[src/rtl/fetch_ar_pkg.sv]
// fetch_ar_pkg
// Shared constants for the RV32S address-request stage:
//   - default reset PC
//   - instruction / address widths
//   - 2-bit FSM state encoding
package fetch_ar_pkg;

    localparam int          INST_W       = 32;
    localparam int          ADDR_W       = 32;
    localparam logic [31:0] PKG_RESET_PC = 32'h8000_0000;
    localparam logic [31:0] PC_STEP      = 32'd4;

    typedef enum logic [1:0] {
        S_REQ  = 2'd0,
        S_WAIT = 2'd1,
        S_FULL = 2'd2,
        S_DROP = 2'd3
    } fetch_state_e;

    // Sequential next PC; the 32-bit add wraps FFFF_FFFC to 0.
    function automatic logic [ADDR_W-1:0] next_seq_pc(input logic [ADDR_W-1:0] pc);
        return pc + PC_STEP;
    endfunction

endpackage

[src/rtl/fetch_buf.sv]
// fetch_buf
// Holds the fetched instruction word and its sequential next PC.
// Ports:
//   clk, rst      : clock, synchronous active-high reset (clears both regs)
//   load          : capture inst_in / snpc_in on this edge
//   inst_in       : instruction word from the read bus
//   snpc_in       : PC+4 of that instruction
//   inst, snpc    : registered outputs, stable while load is low
module fetch_buf
    import fetch_ar_pkg::*;
(
    input  logic              clk,
    input  logic              rst,
    input  logic              load,
    input  logic [INST_W-1:0] inst_in,
    input  logic [ADDR_W-1:0] snpc_in,
    output logic [INST_W-1:0] inst,
    output logic [ADDR_W-1:0] snpc
);

    logic [INST_W-1:0] inst_q, inst_d;
    logic [ADDR_W-1:0] snpc_q, snpc_d;

    always_comb begin
        inst_d = inst_q;
        snpc_d = snpc_q;
        if (load) begin
            inst_d = inst_in;
            snpc_d = snpc_in;
        end
    end

    always_ff @(posedge clk) begin
        if (rst) begin
            inst_q <= '0;
            snpc_q <= '0;
        end else begin
            inst_q <= inst_d;
            snpc_q <= snpc_d;
        end
    end

    assign inst = inst_q;
    assign snpc = snpc_q;

endmodule

[src/rtl/fetch_ar.sv]
// fetch_ar
// Address-request stage: owns the PC, issues one instruction read at a
// time, buffers the returned word with PC+4 and hands it to IF over a
// valid/ready handshake. pc_opt/dnpc redirects reload the PC and squash
// any buffered or in-flight instruction.
//
// state  | meaning
// -------+--------------------------------------------------------------
// S_REQ  | address presented (arvalid), waiting for arready
// S_WAIT | read accepted, waiting for rvalid
// S_FULL | instruction buffered, AR_valid to IF, waiting for IF_ready
// S_DROP | stale read outstanding, discard its data when it arrives
//
// Ports:
//   clk, rst                  : clock, synchronous active-high reset
//   araddr/arvalid/arready    : instruction-memory read-address channel
//   rdata/rvalid/rready       : instruction-memory read-data channel
//   AR_valid/AR_inst/PC_snpc  : buffered instruction toward IF
//   IF_ready                  : IF accepts the buffered instruction
//   pc_opt/dnpc               : redirect request and target
module fetch_ar
    import fetch_ar_pkg::*;
#(
    parameter logic [31:0] RESET_PC = PKG_RESET_PC
) (
    input  logic              clk,
    input  logic              rst,
    output logic [ADDR_W-1:0] araddr,
    output logic              arvalid,
    input  logic              arready,
    input  logic [INST_W-1:0] rdata,
    input  logic              rvalid,
    output logic              rready,
    output logic              AR_valid,
    output logic [INST_W-1:0] AR_inst,
    output logic [ADDR_W-1:0] PC_snpc,
    input  logic              IF_ready,
    input  logic              pc_opt,
    input  logic [ADDR_W-1:0] dnpc
);

    fetch_state_e      state_q, state_d;
    logic [ADDR_W-1:0] pc_q, pc_d;
    logic [ADDR_W-1:0] snpc;
    logic              buf_load;

    assign snpc = next_seq_pc(pc_q);

    always_comb begin
        state_d  = state_q;
        pc_d     = pc_q;
        buf_load = 1'b0;

        // A redirect always wins; it only decides whether a read is
        // still outstanding (go drain it) or not (request immediately).
        if (pc_opt) begin
            pc_d = dnpc;
            unique case (state_q)
                S_REQ:   state_d = arready ? S_DROP : S_REQ;
                S_WAIT:  state_d = rvalid  ? S_REQ  : S_DROP;
                S_FULL:  state_d = S_REQ;
                S_DROP:  state_d = rvalid  ? S_REQ  : S_DROP;
                default: state_d = S_REQ;
            endcase
        end else begin
            unique case (state_q)
                S_REQ: begin
                    if (arready) state_d = S_WAIT;
                end
                S_WAIT: begin
                    if (rvalid) begin
                        buf_load = 1'b1;
                        pc_d     = snpc;
                        state_d  = S_FULL;
                    end
                end
                S_FULL: begin
                    if (IF_ready) state_d = S_REQ;
                end
                S_DROP: begin
                    if (rvalid) state_d = S_REQ;
                end
                default: state_d = S_REQ;
            endcase
        end
    end

    always_ff @(posedge clk) begin
        if (rst) begin
            state_q <= S_REQ;
            pc_q    <= RESET_PC;
        end else begin
            state_q <= state_d;
            pc_q    <= pc_d;
        end
    end

    fetch_buf u_fetch_buf (
        .clk     (clk),
        .rst     (rst),
        .load    (buf_load),
        .inst_in (rdata),
        .snpc_in (snpc),
        .inst    (AR_inst),
        .snpc    (PC_snpc)
    );

    assign araddr   = pc_q;
    // Reset already forces S_REQ, so the request is masked while rst is
    // held to keep the memory from seeing an address during reset.
    assign arvalid  = (state_q == S_REQ) && !rst;
    assign rready   = (state_q == S_WAIT) || (state_q == S_DROP);
    assign AR_valid = (state_q == S_FULL);

endmodule
[config.mk]
export PLATFORM = sky130hd
export DESIGN_NAME = fetch_ar
export DESIGN_NICKNAME = d
export VERILOG_FILES = /design/src/rtl/fetch_ar_pkg.sv /design/src/rtl/fetch_buf.sv /design/src/rtl/fetch_ar.sv
export SDC_FILE = /design/constraint.sdc
export NUM_CORES = 1
export LEC_CHECK = 0
export ABC_AREA = 1
export BUFFER_PORTS_ARGS = -buffer_cell sky130_fd_sc_hd__buf_2
export CAP_MARGIN = 20
export CORE_ASPECT_RATIO = 1.25
export CORE_MARGIN = 5
export CORE_UTILIZATION = 50
export CTS_CLUSTER_SIZE = 8
export DETAILED_ROUTE_END_ITERATION = 7
export PLACE_DENSITY = 0.85
export SLEW_MARGIN = 20
export SYNTH_ARGS = -nofsm -noshare
export SYNTH_HDL_FRONTEND = slang
export SYNTH_SLANG_ARGS = --single-unit
[constraint.sdc]
create_clock -name clk -period 4.32 [get_ports clk]
set_input_delay 0.864 -clock clk [delete_from_list [all_inputs] [get_ports clk]]
set_output_delay 0.864 -clock clk [all_outputs]
set_load 0.01 [all_outputs]
## Word level (Yosys, flattened, before mapping)

Index checks and enable logic that the tools add are counted.

- Bits in registers: 98
- Bits of input ports: 70
- Output and inout bits: 99
- Word-level logic and storage cells: 36

- Add/sub/neg operators: 1
- Eq/ne operators: 7
- Mux-type cells: 15
- Reductions and logical operators: 9

Operators by type and width:

| cell | count |
|---|---|
| 2-to-1 mux 32 bit | 3 |
| adder 32 x 3 -> 32 bit (second input constant) | 1 |
| 2-to-1 mux 2 bit | 7 |
| inequality test 3 bit (second input constant) | 3 |
| one-hot mux 2 bit (4 select lines) | 1 |
| one-hot mux 2 bit (3 select lines) | 1 |
| equality test 2 bit (second input constant) | 2 |
| AND reduction 4 bit | 1 |
| nonzero test 2 bit | 2 |
| 2-to-1 mux 1 bit | 3 |
| inequality test 3 x 1 -> 1 bit (second input constant) | 1 |
| equality test 2 x 1 -> 1 bit (second input constant) | 1 |
| zero test 2 bit | 1 |
| AND reduction 2 bit | 1 |
| OR reduction 2 bit | 1 |
| logical AND 1 bit | 1 |
| zero test 1 bit | 1 |
| logical OR 1 bit | 1 |

## Longest topological paths before layout

- Word-level depth: 4
- Mapped depth: 11
- Depth with buffers taken out: 10

## By module

A second synthesis with hierarchy kept.

- Cell total of the unflattened synthesis: 822
- Area total of the unflattened synthesis: 5147.4 µm²

Modules (own cells, without submodules):

| module | instances | cells an instance | area each (µm²) | sequential area each (µm²) |
|---|---|---|---|---|
| fetch_buf | 1 | 405 | 2666.3 | 1281.2 |
| fetch_ar | 1 | 417 | 2481.1 | 680.7 |

## Least setup slack after synthesis

OpenSTA, ideal clock, no wires.

- Path type: in2out
- Start point: input port rst
- End point: output port arvalid
- Arrival: 1.524 ns
- Required time: 3.456 ns
- Slack: 1.932 ns
- Stages: 3
- Buffers on the path: 2
- Path through: clkbuf_1 clkbuf_1 nor2_1

- Longest elaborated chain between the ends: 2

Ends and longest elaborated chain:

| element | line | text |
|---|---|---|
| start: declaration | fetch_ar.sv:27 | `input logic rst,` |
| zero test 1 bit | fetch_ar.sv:111 | `assign arvalid = (state_q == S_REQ) && !rst;` |
| logical AND 1 bit | fetch_ar.sv:111 |  |
| end: declaration | fetch_ar.sv:29 | `output logic arvalid,` |

No other way between the ends.

## Worst setup path after layout

Same ends and word-level chain as after synthesis.

==> impl_metrics.env <==
export IMPL_cts_sinks=98
export IMPL_synthTopCellsByArea="dfxtp_1 43%, nand2_1 16%, nor2_1 12%"
export IMPL_hold_viol=0
export IMPL_hpwl_um=9483
export IMPL_clk_insertion_delay_late_ns=0.35
export IMPL_worstMarginPinSlew_ns=1.037
export IMPL_status="completed"
export IMPL_slew_headroom_pct=30.77
export IMPL_die_width_um=95.59
export IMPL_grt_overflow=0
export IMPL_drive_gt1_share_pct=22.67
export IMPL_holdBufCountCts=0
export IMPL_clk_pin_slew_worst_paths_ns=0.07
export IMPL_cts_root_buf="clkbuf_16"
export IMPL_finalMaxSlewViolations=0
export IMPL_synth_ff_type="dfxtp_1"
export IMPL_start_util_pct=50.71
export IMPL_routed_via_count=4811
export IMPL_critPathArrivalTime_ns=1.93
export IMPL_avgSynthCellArea_um2=6.475
export IMPL_post_cts_resize_count=0
export IMPL_drv_cap=0
export IMPL_nNetsFinal=926
export IMPL_syn_nets=778
export IMPL_wl_um=12830
export IMPL_grt_use_total_pct=23.09
export IMPL_min_path_type="reg -> reg"
export IMPL_fmax_ghz=0.3576
export IMPL_yosys_top_cells_count="200 x nand2_1, 147 x nor2_1, 98 x dfxtp_1, 74 x inv_1, 64 x o21ai_0"
export IMPL_period_share_pct=64.73
export IMPL_die_area_um2=11180
export IMPL_postPlaceCellArea_um2=5418
export IMPL_diodes=0
export IMPL_dpl_cell_count=967
export IMPL_die_y_um=117.0
export IMPL_ys_warnings_count=0
export IMPL_synth_top_area_share_pct=42.85
export IMPL_finalNonFillerCells=983
export IMPL_gp_congestion=0.9156
export IMPL_synth_edf_count=0
export IMPL_critPathKind="in -> out"
export IMPL_grt_pass1_wl_um=20310
export IMPL_cts_tree="done"
export IMPL_finalPower_mw=2.020
export IMPL_vias_per_cell=4.894
export IMPL_p_leak_nw=2.963
export IMPL_required_ns=3.46
export IMPL_antenna_found_initial=0
export IMPL_async_flop_share_pct=0
export IMPL_synthCells=707
export IMPL_end_kind="output port"
export IMPL_postRouteAntennaNets=0
export IMPL_fin_area_um2=5724
export IMPL_setup_violations=0
export IMPL_h_tree_depth=3
export IMPL_cp_max_fo=33
export IMPL_area_growth_pct=25.03
export IMPL_initialDrtViolationCount=266
export IMPL_clockBufferDepth=2
export IMPL_firstDrtPassIters=5
export IMPL_rows=39
export IMPL_ys_ff_latch=98
export IMPL_ys_seq_area_share_pct=42.85
export IMPL_period_needed_ns=2.796
export IMPL_cp_start_kind="primary input"
export IMPL_port_buffer_count=168
export IMPL_ir_drop_uv=268.3
export IMPL_tritoncts_num_buffers=9
export IMPL_post_cts_setup_buffer_count=0
export IMPL_nFillCells=895
export IMPL_syn_area_um2=4578
export IMPL_yosysMostFrequentCell="nand2_1"
export IMPL_core_area_um2=9027
export IMPL_wl_per_cell_um=13.06
export IMPL_power_density_nw_per_um2=352.9
export IMPL_fin_setup_tns_ns=0
export IMPL_grt_max_degree=63
export IMPL_synth_cell_types=26
export IMPL_post_route_drc_count=0
export IMPL_grt_pass1_vias=4313
export IMPL_rsz0062_at_grt="false"
export IMPL_ios=169
export IMPL_fin_worst_skew_ns=0.006085
export IMPL_multi_input_area_um2=2161
export IMPL_yosys_area_top_type="dfxtp_1"
export IMPL_regArea_um2=1962
[metrics by stage]
step	hold slack (ns)	util [%]	worst slack, ns
final	0.4630	63.41	1.524
after CTS	0.4598	63.41	1.552
after global placement	0.4445	60.01	1.396
after global routing	0.4788	63.41	1.424
after floorplan	0.4679	-	1.932
after detailed placement	0.4508	60.01	1.329
[worst paths after layout]
check                           start                   end  slack [ns]  depth (start not counted)
setup / recovery                  rst               arvalid        1.52                          4
hold / removal    u_fetch_buf.snpc[2]   u_fetch_buf.snpc[2]        0.46                          2
setup reg to reg           state_q[0]  u_fetch_buf.snpc[10]        2.05                          7
hold reg to reg   u_fetch_buf.snpc[2]   u_fetch_buf.snpc[2]        0.46                          2
[registers in the layout (all words and copies together), names as in the netlist]
name	cells
state_q	2
u_fetch_buf.inst	32
u_fetch_buf.snpc	32
araddr	32
[layout make-up]
| class | count | share of cell area (%) |
|---|---|---|
| Sequential cell | 98 | 34.27 |
| Clock inverter | 7 | 1.421 |
| Clock buffer | 9 | 3.934 |
| Tap cell | 123 | 2.689 |
| Multi-Input combinational cell | 500 | 37.75 |
| Timing Repair Buffer | 170 | 14.95 |
| Inverter | 76 | 4.984 |
[critical path, stage by stage]
cell and delay [ns]:
buf_2 0.37, buf_4 0.44, nor2_1 0.09, buf_2 0.15
[routing by layer]
layer  GRT usage, %  up-vias  wire length [µm]
met3          8.184       29              1294
met5              0        -                 0
met2          38.40      172              6164
met4          9.013        0               329
met1          27.13     2121              5047
li1               -     2489                 -
[report_power, final]
| group | internal (mW) | total [mW] | switching [mW] | leakage [nW] |
|---|---|---|---|---|
| logic | 0.0892 | 0.226 | 0.137 | 2.02 |
| registers | 0.942 | 0.976 | 0.0345 | 0.799 |
| clock network | 0.458 | 0.818 | 0.360 | 0.147 |
[kinds of logic after synthesis]
kind of cell	share of synthesized area [%]
AND/OR/NAND/NOR	32.11
adder cells (fa/ha/maj)	0.2733
XOR/XNOR	2.296
buffers and inverters	9.948
flip-flops	42.85
AO/OA/AOI/OAI	12.52
[layout by cell type (no fill, tap or decap), types with 3 or more instances in the layout]
| cell | n |
|---|---|
| nor2_2 | 3 |
| clkbuf_16 | 9 |
| inv_1 | 73 |
| nand2_1 | 200 |
| inv_6 | 4 |
| xnor2_1 | 3 |
| a31oi_1 | 10 |
| inv_2 | 3 |
| nand3_1 | 21 |
| a21oi_1 | 30 |
| nor2_1 | 147 |
| xor2_1 | 9 |
| buf_2 | 168 |
| dfxtp_1 | 98 |
| o21ai_0 | 64 |
(Power assumes the default switching activity.)
